`src/rtl/mult_pkg.sv`:
```
// rtl/mult_pkg.sv - shared constants and state encoding for the sequential multiplier
// Contents: MULT_WIDTH default operand width, MULT_PROD_W product width,
//           state_t FSM encoding (ST_IDLE/ST_CALC/ST_DONE).
package mult_pkg;

    localparam int MULT_WIDTH  = 16;
    localparam int MULT_PROD_W = 2 * MULT_WIDTH;

    typedef enum logic [1:0] {
        ST_IDLE = 2'd0,
        ST_CALC = 2'd1,
        ST_DONE = 2'd2
    } state_t;

endpackage

```
`src/rtl/mult_step.sv`:
```
// rtl/mult_step.sv - one combinational radix-2 shift-add iteration
// Ports:
//   acc      in  2*WIDTH  accumulator {partial high half, remaining multiplier bits}
//   mcand    in  WIDTH    multiplicand
//   acc_next out 2*WIDTH  accumulator after one add-and-shift
module mult_step #(
    parameter int WIDTH = 16
) (
    input  logic [2*WIDTH-1:0] acc,
    input  logic [WIDTH-1:0]   mcand,
    output logic [2*WIDTH-1:0] acc_next
);

    logic [WIDTH:0]   sum;
    logic [WIDTH-1:0] pp;

    // Partial-product row: multiplicand gated by the current multiplier LSB,
    // then a ripple of full adders onto the upper half. The final carry lands
    // in sum[WIDTH] so the shift below never loses it.
    always_comb begin
        logic carry;
        logic hb;
        carry = 1'b0;
        sum   = '0;
        pp    = '0;
        for (int i = 0; i < WIDTH; i++) begin
            hb     = acc[WIDTH + i];
            pp[i]  = mcand[i] & acc[0];
            sum[i] = hb ^ pp[i] ^ carry;
            carry  = (hb & pp[i]) | (carry & (hb ^ pp[i]));
        end
        sum[WIDTH] = carry;
    end

    assign acc_next = {sum, acc[WIDTH-1:1]};

endmodule

```
`src/rtl/mult16_seq_ctrl.sv`:
```
// rtl/mult16_seq_ctrl.sv - shift-add sequential unsigned multiplier with valid/ready handshakes
// Ports:
//   clk, rst_n          clock, asynchronous active-low reset
//   in_valid/in_ready   operand handshake (a_in, b_in)
//   out_valid/out_ready product handshake (product)
//   busy                high while iterating
module mult16_seq_ctrl
    import mult_pkg::*;
#(
    parameter int WIDTH = MULT_WIDTH
) (
    input  logic                 clk,
    input  logic                 rst_n,
    input  logic                 in_valid,
    output logic                 in_ready,
    input  logic [WIDTH-1:0]     a_in,
    input  logic [WIDTH-1:0]     b_in,
    output logic                 out_valid,
    input  logic                 out_ready,
    output logic [2*WIDTH-1:0]   product,
    output logic                 busy
);

    localparam int CW = $clog2(WIDTH) + 1;
    localparam logic [CW-1:0] CNT_LAST = CW'(WIDTH - 1);

    state_t             state;
    state_t             next_state;
    logic [WIDTH-1:0]   mcand;
    logic [2*WIDTH-1:0] acc;
    logic [2*WIDTH-1:0] acc_next;
    logic [CW-1:0]      cnt;

    mult_step #(.WIDTH(WIDTH)) u_step (
        .acc      (acc),
        .mcand    (mcand),
        .acc_next (acc_next)
    );

    always_ff @(posedge clk or negedge rst_n) begin
        if (!rst_n) begin
            state <= ST_IDLE;
        end else begin
            state <= next_state;
        end
    end

    always_comb begin
        next_state = state;
        in_ready   = 1'b0;
        out_valid  = 1'b0;
        busy       = 1'b0;
        case (state)
            ST_IDLE: begin
                in_ready = 1'b1;
                if (in_valid) begin
                    next_state = ST_CALC;
                end
            end
            ST_CALC: begin
                busy = 1'b1;
                if (cnt == CNT_LAST) begin
                    next_state = ST_DONE;
                end
            end
            ST_DONE: begin
                out_valid = 1'b1;
                if (out_ready) begin
                    next_state = ST_IDLE;
                end
            end
            default: begin
                next_state = ST_IDLE;
            end
        endcase
    end

    // Datapath only moves in its owning state, so operand activity during
    // CALC/DONE cannot disturb an iteration in progress. product is loaded
    // once per operation and otherwise holds its last value.
    always_ff @(posedge clk or negedge rst_n) begin
        if (!rst_n) begin
            mcand   <= '0;
            acc     <= '0;
            cnt     <= '0;
            product <= '0;
        end else begin
            case (state)
                ST_IDLE: begin
                    if (in_valid) begin
                        mcand <= a_in;
                        acc   <= {{WIDTH{1'b0}}, b_in};
                        cnt   <= '0;
                    end
                end
                ST_CALC: begin
                    acc <= acc_next;
                    cnt <= cnt + 1'b1;
                    if (cnt == CNT_LAST) begin
                        product <= acc_next;
                    end
                end
                default: begin
                end
            endcase
        end
    end

endmodule

```
`config.mk`:
```
export PLATFORM = sky130hd
export DESIGN_NAME = mult16_seq_ctrl
export DESIGN_NICKNAME = d
export VERILOG_FILES = /design/src/rtl/mult_pkg.sv /design/src/rtl/mult_step.sv /design/src/rtl/mult16_seq_ctrl.sv
export SDC_FILE = /design/constraint.sdc
export NUM_CORES = 1
export LEC_CHECK = 0
export ABC_AREA = 1
export CAP_MARGIN = 20
export CORE_MARGIN = 2
export CORE_UTILIZATION = 55
export DETAILED_ROUTE_END_ITERATION = 7
export DONT_BUFFER_PORTS = 1
export PLACE_DENSITY = 0.8
export SYNTH_ARGS = -nofsm -noshare
export SYNTH_HDL_FRONTEND = slang
export SYNTH_SLANG_ARGS = --single-unit
```
`constraint.sdc`:
```
create_clock -name clk -period 15.5 [get_ports clk]
set_input_delay 0.775 -clock clk [delete_from_list [all_inputs] [get_ports clk]]
set_output_delay 0.775 -clock clk [all_outputs]
set_load 0.005 [all_outputs]
```
# Word-level counts from Yosys, hierarchy flattened
# Index checks and enable logic that the tools add are counted.
[totals]
reg_bits = 87
inputBits = 36
output_inout_bits = 35
wordCells = 122
[op_classes]
addsub = 1
n_eq_ne = 6
mux = 11
bitwise_logic = 93
n_reduce_logical = 6
[ops]
columns = ["cell", "n"]
rows = [
  ["32-bit one-hot mux with 2 select lines", 1],
  ["1-bit AND", 47],
  ["32-bit 2-to-1 mux", 1],
  ["1-bit XOR", 31],
  ["1-bit bitwise OR", 15],
  ["5-bit one-hot mux with 2 select lines", 1],
  ["2-bit 2-to-1 mux", 3],
  ["2-bit inequality test (second input constant)", 3],
  ["2-bit one-hot mux with 3 select lines", 1],
  ["2-bit AND reduction", 3],
  ["5-bit by 1-bit adder with 5-bit output (second input constant)", 1],
  ["5-bit by 4-bit equality test with 1-bit output (second input constant)", 1],
  ["5-bit 2-to-1 mux", 1],
  ["1-bit 2-to-1 mux", 3],
  ["3-bit AND reduction", 1],
  ["2-bit by 1-bit equality test with 1-bit output (second input constant)", 1],
  ["2-bit equality test (second input constant)", 1],
  ["2-bit logical NOT", 1],
  ["2-bit nonzero test", 1],
]

# Logic depth before layout (Yosys ltp)
# Gate-level depths: netlist of run 1.
[depth]
depth_word = 33
mapped_depth = 27
mapped_depth_nobuf = 26

# Hierarchy
# From an unflattened synthesis of run 1, not the netlist that was laid out.
[hier_totals]
hier_cells = 492
area_unflattened_um2 = 4306.6
[modules_own_cells]
columns = ["module", "instances", "cells_each", "area_each_um2", "seq_area_each_um2"]
rows = [
  ["mult16_seq_ctrl", 1, 418, 3678.5, 2177.1],
  ["mult_step", 1, 74, 628.1, 0.0],
]

# Least setup slack after synthesis of run 1
# No wires, ideal clock.
[synth_path]
kind = "register -> register"
start = "reg acc[0]"
end = "reg acc[30]"
setup_ns = 0.130
t_arrival_ns = 6.174
required_time_ns = 15.370
setup_slack_ns = 9.196
path_stages_with_launch = 28
path_buffers = 1
period_less_slack_ns = 6.304
cell_sequence = "dfrtp_1 clkbuf_1 nand2_1 inv_1 ha_1 inv_1 fa_1 fa_1 fa_1 inv_1 fa_1 inv_1 fa_1 inv_1 fa_1 inv_1 fa_1 inv_1 fa_1 inv_1 fa_1 fa_1 fa_1 fa_1 fa_1 fa_1 fa_1 o21ai_0"
[synth_between]
elab_chain_len = 32
word_cells_on_any_way = 76
classes_between = "1 x mux; 75 x bitwise"
[synth_lines]
columns = ["element", "line_no", "rtl"]
rows = [
  ["from (decl)", "mult16_seq_ctrl.sv:30", "logic [2*WIDTH-1:0] acc;"],
  ["from (signal assigned)", "mult16_seq_ctrl.sv:92", "acc <= {{WIDTH{1'b0}}, b_in};"],
  ["from (signal assigned)", "mult16_seq_ctrl.sv:97", "acc <= acc_next;"],
  ["1-bit AND", "mult_step.sv:28", "pp[i] = mcand[i] & acc[0];"],
  ["1-bit AND / 1-bit XOR (equally long branches)", "mult_step.sv:30", "carry = (hb & pp[i]) | (carry & (hb ^ pp[i]));"],
  ["1-bit AND", "mult_step.sv:30", ""],
  ["1-bit bitwise OR", "mult_step.sv:30", ""],
  ["1-bit AND", "mult_step.sv:30", ""],
  ["1-bit bitwise OR", "mult_step.sv:30", ""],
  ["1-bit AND", "mult_step.sv:30", ""],
  ["1-bit bitwise OR", "mult_step.sv:30", ""],
  ["[... 16 more ...]", "--", ""],
  ["1-bit AND", "mult_step.sv:30", ""],
  ["1-bit bitwise OR", "mult_step.sv:30", ""],
  ["1-bit AND", "mult_step.sv:30", ""],
  ["1-bit bitwise OR", "mult_step.sv:30", ""],
  ["1-bit AND", "mult_step.sv:30", ""],
  ["1-bit bitwise OR", "mult_step.sv:30", ""],
  ["1-bit XOR *", "mult_step.sv:29", "sum[i] = hb ^ pp[i] ^ carry;"],
  ["32-bit one-hot mux with 2 select lines *", "mult16_seq_ctrl.sv:88", "case (state)"],
]
# Mark *: on every way between the ends. The rest lies on a longest branch, timed or not.
# A chain may end at the register's enable or synchronous reset.

# Final worst setup path of run 1
[layout_path]
start = "reg acc[0]"
end = "reg product[30]"
[layout_between]
elab_chain_len = 31
word_cells_on_any_way = 75
classes_between = "75 x bitwise"
[layout_lines]
columns = ["element", "line_no", "rtl"]
rows = [
  ["1-bit AND", "mult_step.sv:28", ""],
  ["1-bit AND / 1-bit XOR (equally long branches)", "mult_step.sv:30", ""],
  ["1-bit AND", "mult_step.sv:30", ""],
  ["1-bit bitwise OR", "mult_step.sv:30", ""],
  ["1-bit AND", "mult_step.sv:30", ""],
  ["1-bit bitwise OR", "mult_step.sv:30", ""],
  ["1-bit AND", "mult_step.sv:30", ""],
  ["1-bit bitwise OR", "mult_step.sv:30", ""],
  ["[... 15 more ...]", "--", ""],
  ["1-bit bitwise OR", "mult_step.sv:30", ""],
  ["1-bit AND", "mult_step.sv:30", ""],
  ["1-bit bitwise OR", "mult_step.sv:30", ""],
  ["1-bit AND", "mult_step.sv:30", ""],
  ["1-bit bitwise OR", "mult_step.sv:30", ""],
  ["1-bit AND", "mult_step.sv:30", ""],
  ["1-bit bitwise OR", "mult_step.sv:30", ""],
  ["1-bit XOR *", "mult_step.sv:29", ""],
  ["to (signal assigned)", "mult16_seq_ctrl.sv:100", "product <= acc_next;"],
  ["to (decl)", "mult16_seq_ctrl.sv:20", "output logic [2*WIDTH-1:0] product,"],
]
# Marks and branches as above.

==> results of run 1 <==
-- cell usage after synthesis --
cell / number / area, um2
buf_2: 10 / 50.05
buf_4: 3 / 22.52
buf_6: 9 / 101.4
clkbuf_1: 5 / 18.77
dfrtp_1: 87 / 2177
fa_1: 15 / 300.3
ha_1: 3 / 37.54
inv_1: 29 / 108.9
inv_2: 2 / 7.510
nand2_1: 203 / 762.0
nand2_2: 1 / 6.260
nand2_4: 2 / 22.52
nand3_1: 50 / 250.2
nand4_1: 1 / 6.260
nor2_1: 3 / 11.26
nor2_4: 1 / 11.26
o21ai_0: 26 / 130.1
o21ai_1: 10 / 50.05
o21ai_2: 1 / 8.760
o31ai_1: 1 / 7.510
-- metrics by stage --
stage | power [mW] | instances
6_report | 0.8272 | 550
5_1_grt | 0.9009 | 550
4_1_cts | 0.8348 | 550
3_5_place_dp | 0.6756 | 535
3_3_place_gp | 0.6585 | 535
2_1_floorplan | 0.6170 | 462
-- worst max-delay path by stage --
| stage | startpoint | end | slack [ns] | depth (start not counted) |
|---|---|---|---|---|
| after floorplan | acc[0] | acc[30] | 9.20 | 27 |
| after global placement | acc[0] | product[30] | 8.91 | 26 |
| after detailed placement | acc[0] | product[30] | 8.74 | 26 |
| after CTS | acc[0] | product[30] | 8.71 | 26 |
| after global routing | acc[0] | product[30] | 8.40 | 26 |
| final | acc[0] | product[30] | 8.75 | 26 |
-- kinds of logic (layout without fill, tap and decap cells) --
group           Yosys count  count (layout)  synth area share (%)
fa+ha+maj                18              18                 8.260
simple gates            261             261                 26.15
flops                    87              87                 53.23
buf+inv                  58              47                 7.556
compound gates           38              38                 4.803
-- per-layer routing --
layer	track usage [%]	wire [um]
met1	31.13	3708
met5	0	0
met2	31.52	3746
met3	5.616	506
met4	7.051	100
-- state kept, by name (all words and copies together), names as in the netlist --
signal   count
product     32
cnt          5
state        2
mcand       16
acc         32
-- power groups by stage --
stage | Sequential, mW | Combinational, mW | Clock (mW)
global placement | 0.399 | 0.260 | 0
floorplan | 0.372 | 0.245 | 0
finish | 0.398 | 0.270 | 0.159
CTS | 0.398 | 0.275 | 0.162
detailed placement | 0.402 | 0.274 | 0
global route | 0.411 | 0.319 | 0.171
-- area by class of cell --
class / count / area share [%]
Clock buffer: 11 / 3.583
Sequential cell: 87 / 51.53
Clock inverter: 4 / 1.066
Inverter: 31 / 2.754
Multi-Input combinational cell: 317 / 37.96
Timing Repair Buffer: 1 / 0.1777
Tap cell: 99 / 2.932
==> out/metrics.cfg, run 1 <==
[status]
status = completed

[clock_network]
post_cts_buffers = 0
numCtsBuffers = 9
cts_resized = 0
clockBufferDepth = 2
cts.sink_count = 87
cts_tree = done
clkTransAtPathRegs_ns = 0.09
root_buffer = clkbuf_8
cts_hold_buf = 0
clkLatencyLatePin_ns = 0.35
htree_levels = 3

[routing]
wl_um = 8062
drt_iter0_drc = 217
drc_errors = 0
drtAntennaViolNets = 0
viasPerCell = 5.336
wl_per_cell_um = 14.66
vias = 2935
dr.pass1.iters = 4

[power_and_ir_drop]
switching_share_pct = 39.64
cellPowerDensity_mw_per_mm2 = 195.8
pwr-share-comb_pct = 32.6
ir_worst_vdd_mv = 0.08329
seqPwrFrac_pct = 48.1
power_leakage_nw = 2.150
clock_power_share_pct = 19.3
internal-power_mw = 0.4993
netSwitchingPower_mw = 0.3279

[worst_hold_path]
hold_class = primary input to asynchronous set/reset pin

[worst_setup_path]
critPathKind = flop to flop
critPathSlowestCell = dfrtp_1
r2r_cells = 26
max_stage_delay_ns = 0.67
critPathCaptureType = flop
required_ns = 15.69
r2r-end = product[30]
cp_num_buf_inv = 8
rrSetupSlack_ns = 8.75
critical_path.startpoint_type = flop
path_delay_family = adder cells
r2r-start = acc[0]
worstPathMaxFanout = 17
crit_top_cell = fa_1
cp_data_arrival_time_ns = 6.94

[final_layout]
antenna_cells = 0
final_common_cell = nand2_1
syn2layout_area_growth_pct = 3.304
layout.nets = 501
seqCellArea_mm2 = 0.002177
fin_area_mm2 = 0.004225
finish.utilization_pct = 58.57
final.fill_count = 634
layout-drive-gt1-share_pct = 5.100
multi_input_area_mm2 = 0.001604
mostFrequentLayoutCells = nand2_1, dfrtp_1, nand3_1, inv_1, o21ai_0

[synth]
synth_fp_nets = 516
ys_seq_elements = 87
yosysSeqAreaShare_pct = 53.23
yosysWarnings = 0
synth_area_per_cell_um2 = 8.853
syn-cell-area_mm2 = 0.004090
synth_cell_type_count = 20
synthCells = 462

[die]
fp.dieH_um = 90.24
die_w_um = 90.24
die_area_mm2 = 0.008142
io_pins = 71
initial_core_util_pct = 56.69
rows = 31
coreArea_mm2 = 0.007214

[timing]
fin_hold_ws_ns = 0.1128
period_share_pct = 43.57
relSlewSlack_pct = 40.94
layout_setup_ws_ns = 8.746
min_period_ns = 6.754
finClkSkew_ns = 0.01199
setup-tns-final_ns = 0
max_freq_mhz = 148.1
grt_setup_unrepaired = no
setup_viol = 0
slew_viol_final = 0
tightest_slew_ns = 0.8827
finalHoldViolations = 0

[global_routing]
grt_pass1_vias = 2790
grt_first_pass_wirelength_um = 13850
grt_max_degree = 88
antenna_found_initial = 0
grt-ovfl-total = 0
grt_usage_pct = 21.37

[placement]
post-place-ws_ns = 8.744
numPortBuffers = 0
gp_congestion = 0.7949
hpwlAfterDp_um = 5334
placedInstanceArea_mm2 = 0.004029

[flow_run]
cap_violations = 0

Power figures use the tool's default switching activity.
==> run 2, diff against run 1 <==
--- a/config.mk
+++ b/config.mk
@@ -11,7 +11,7 @@
 export CORE_UTILIZATION = 55
 export DETAILED_ROUTE_END_ITERATION = 7
 export DONT_BUFFER_PORTS = 1
-export PLACE_DENSITY = 0.8
+export PLACE_DENSITY = 0.83
 export SYNTH_ARGS = -nofsm -noshare
 export SYNTH_HDL_FRONTEND = slang
 export SYNTH_SLANG_ARGS = --single-unit
==> constraint.sdc (replaced) <==
create_clock -name clk -period 5.77 [get_ports clk]
set_input_delay 0.2885 -clock clk [delete_from_list [all_inputs] [get_ports clk]]
set_output_delay 0.2885 -clock clk [all_outputs]
set_load 0.005 [all_outputs]
==> run 2 against run 1 <==
Against the previous run: the flow now finishes with violations (negative setup slack); die area stayed put; register-to-register slack worse by 9.0 ns; core utilization up 1.9 points; critical path depth is the same; sequential cell count unchanged; sequential share of layout area decreased by 1.6 points; critical path type unchanged; critical endpoint unchanged; highest routed layer unchanged.
==> out/metrics.cfg, run 2 (synthesis results as in run 1) <==
[status]
status = complete, but fails checks
violations = negative setup slack

[final_layout]
antenna_cells = 0  ; unchanged
layout.nets = 505  ; +0.80%
layout-drive-gt1-share_pct = 10.53  ; +5.4 points
final_common_cell = nand2_1
finish.utilization_pct = 60.49  ; +1.9 points
largest_registers = acc (32), product (32), mcand (16)
syn2layout_area_growth_pct = 6.699
fin_area_mm2 = 0.004364  ; +3.3%
fin_cells = 555  ; +0.91%
final.fill_count = 616  ; -2.8%
mostFrequentLayoutCells = nand2_1, dfrtp_1, nand3_1, inv_1, o21ai_0

[placement]
numPortBuffers = 0  ; unchanged
placedInstanceArea_mm2 = 0.004079  ; +1.2%
gp_congestion = 0.8115  ; +2.1%
dpl.cell_count = 537  ; +0.37%
hpwlAfterDp_um = 5491  ; +2.9%

[worst_setup_path]
critPathKind = flop to flop
required_ns = 5.98  ; -9.71 ns
critical_path.startpoint_type = flop
r2r-start = acc[0]
worstPathMaxFanout = 2  ; -15
r2r_cells = 26  ; unchanged
critPathCaptureType = flop
rrSetupSlack_ns = -0.25  ; -9.00 ns
cp_data_arrival_time_ns = 6.23  ; -0.71 ns
r2r-end = product[30]

[global_routing]
grt-ovfl-total = 0  ; unchanged
grt_first_pass_wirelength_um = 14490  ; +4.6%
antenna_found_initial = 0  ; unchanged
grt_max_degree = 88  ; unchanged
grt_usage_pct = 22.37  ; +1.0 points
grt_pass1_vias = 2924  ; +4.8%

[routing]
viasPerCell = 5.169  ; -3.1%
dr.pass1.iters = 4  ; unchanged
drtAntennaViolNets = 0  ; unchanged
drt_iter0_drc = 174  ; -20%
wl_um = 8166  ; +1.3%
drc_errors = 0  ; unchanged
vias = 2869  ; -2.2%
wl_per_cell_um = 14.71  ; +0.38%

[timing]
relSlewSlack_pct = 42.83  ; +1.9 points
grt_setup_unrepaired = yes
setup_viol = 4  ; +4
finalHoldViolations = 0  ; unchanged
period_share_pct = 104.4  ; +61 points
slew_viol_final = 0  ; unchanged
max_freq_mhz = 166.1  ; +12%
min_period_ns = 6.022  ; -0.7316 ns
setup-tns-final_ns = -0.7531  ; -0.7531 ns
tightest_slew_ns = 0.8545  ; -0.02825 ns
layout_setup_ws_ns = -0.2521  ; -8.998 ns
finClkSkew_ns = 0.01009  ; -0.001891 ns

[clock_network]
numCtsBuffers = 9  ; unchanged
root_buffer = clkbuf_8
htree_levels = 3  ; unchanged
clockBufferDepth = 2  ; unchanged
cts.sink_count = 87  ; unchanged
clkLatencyLatePin_ns = 0.36  ; about the same
cts_tree = done
post_cts_buffers = 0  ; unchanged
clkTransAtPathRegs_ns = 0.08  ; about the same

[worst_hold_path]
min_to = state[1]
hold_class = primary input to flop
min_path_cells = 1
min-delay-start = out_ready

[power_and_ir_drop]
power_leakage_nw = 2.186  ; +1.7%
ir_worst_vdd_mv = 0.1908  ; +130%
cellPowerDensity_mw_per_mm2 = 539.0  ; +180%

[die]
io_pins = 71  ; unchanged
die_area_mm2 = 0.008142  ; unchanged
die_w_um = 90.24  ; unchanged
fp.dieH_um = 90.24  ; unchanged
rows = 31  ; unchanged
coreArea_mm2 = 0.007214  ; unchanged
initial_core_util_pct = 56.69  ; unchanged

[flow_run]
cap_violations = 0  ; unchanged

run 2: final cells by class:
class	instances	area, um2	area share [%]
Clock buffer	9	123.9	2.838
Tap cell	99	123.9	2.838
Clock inverter	7	121.4	2.781
Timing Repair Buffer	5	60.06	1.376
Sequential cell	87	2177	49.89
Inverter	31	116.4	2.666
Multi-Input combinational cell	317	1642	37.61
run 2: where the power goes:
part / switching (mW) / internal [mW] / leakage, nW
Sequential: 0.198 / 0.860 / 1.12
Clock: 0.216 / 0.289 / 0.123
Combinational: 0.502 / 0.287 / 0.940
run 2: how the worst max path moves through the flow:
stage | slack, ns | from | to
floorplan | -0.10 | acc[0] | acc[30]
global placement | -0.08 | mcand[0] | product[30]
detailed placement | -0.24 | acc[0] | acc[30]
CTS | -0.24 | acc[0] | product[30]
global route | -0.50 | mcand[0] | product[30]
finish | -0.25 | acc[0] | product[30]
run 2: critical path: stages (launching register included):
cell and delay (ns):
dfrtp_1 0.36, nand2_1 0.06, inv_1 0.05, ha_2 0.15, inv_1 0.04, fa_2 0.34
fa_2 0.34, fa_2 0.34, inv_2 0.06, fa_2 0.18, inv_2 0.04, fa_2 0.34
inv_2 0.06, fa_2 0.18, inv_2 0.04, fa_2 0.33, inv_2 0.06, fa_2 0.18
inv_2 0.04, fa_2 0.34, fa_2 0.36, fa_2 0.35, fa_2 0.36, fa_2 0.35
fa_2 0.34, fa_1 0.51, o21ai_1 0.08
run 2: repair_timing:
item	4_1_cts	5_1_grt
pin swaps	1	1
endpoints found under the hold margin	87	0
cloned	0	0
endpoints found under the setup margin	4	6
hold buffers	2	0
gates resized for setup	4	3
run 2: through the flow:
step	hold WS [ns]	total power [mW]	setup slack (ns)
2_1_floorplan	-0.007091	1.680	-0.1016
3_3_place_gp	-0.003125	1.794	-0.07665
3_5_place_dp	-0.003408	1.851	-0.2366
4_1_cts	0.01373	2.377	-0.2404
5_1_grt	0.01355	2.573	-0.4957
6_report	0.02344	2.352	-0.2521
run 2: routing by layer:
layer  GRT usage [%]  vias up  share of wire, %
met4           8.590        0               1.0
li1                -     1419                 -
met1           31.50     1357                47
met2           34.15       87                45
met3           5.197        6               6.8
met5               0        -                 0
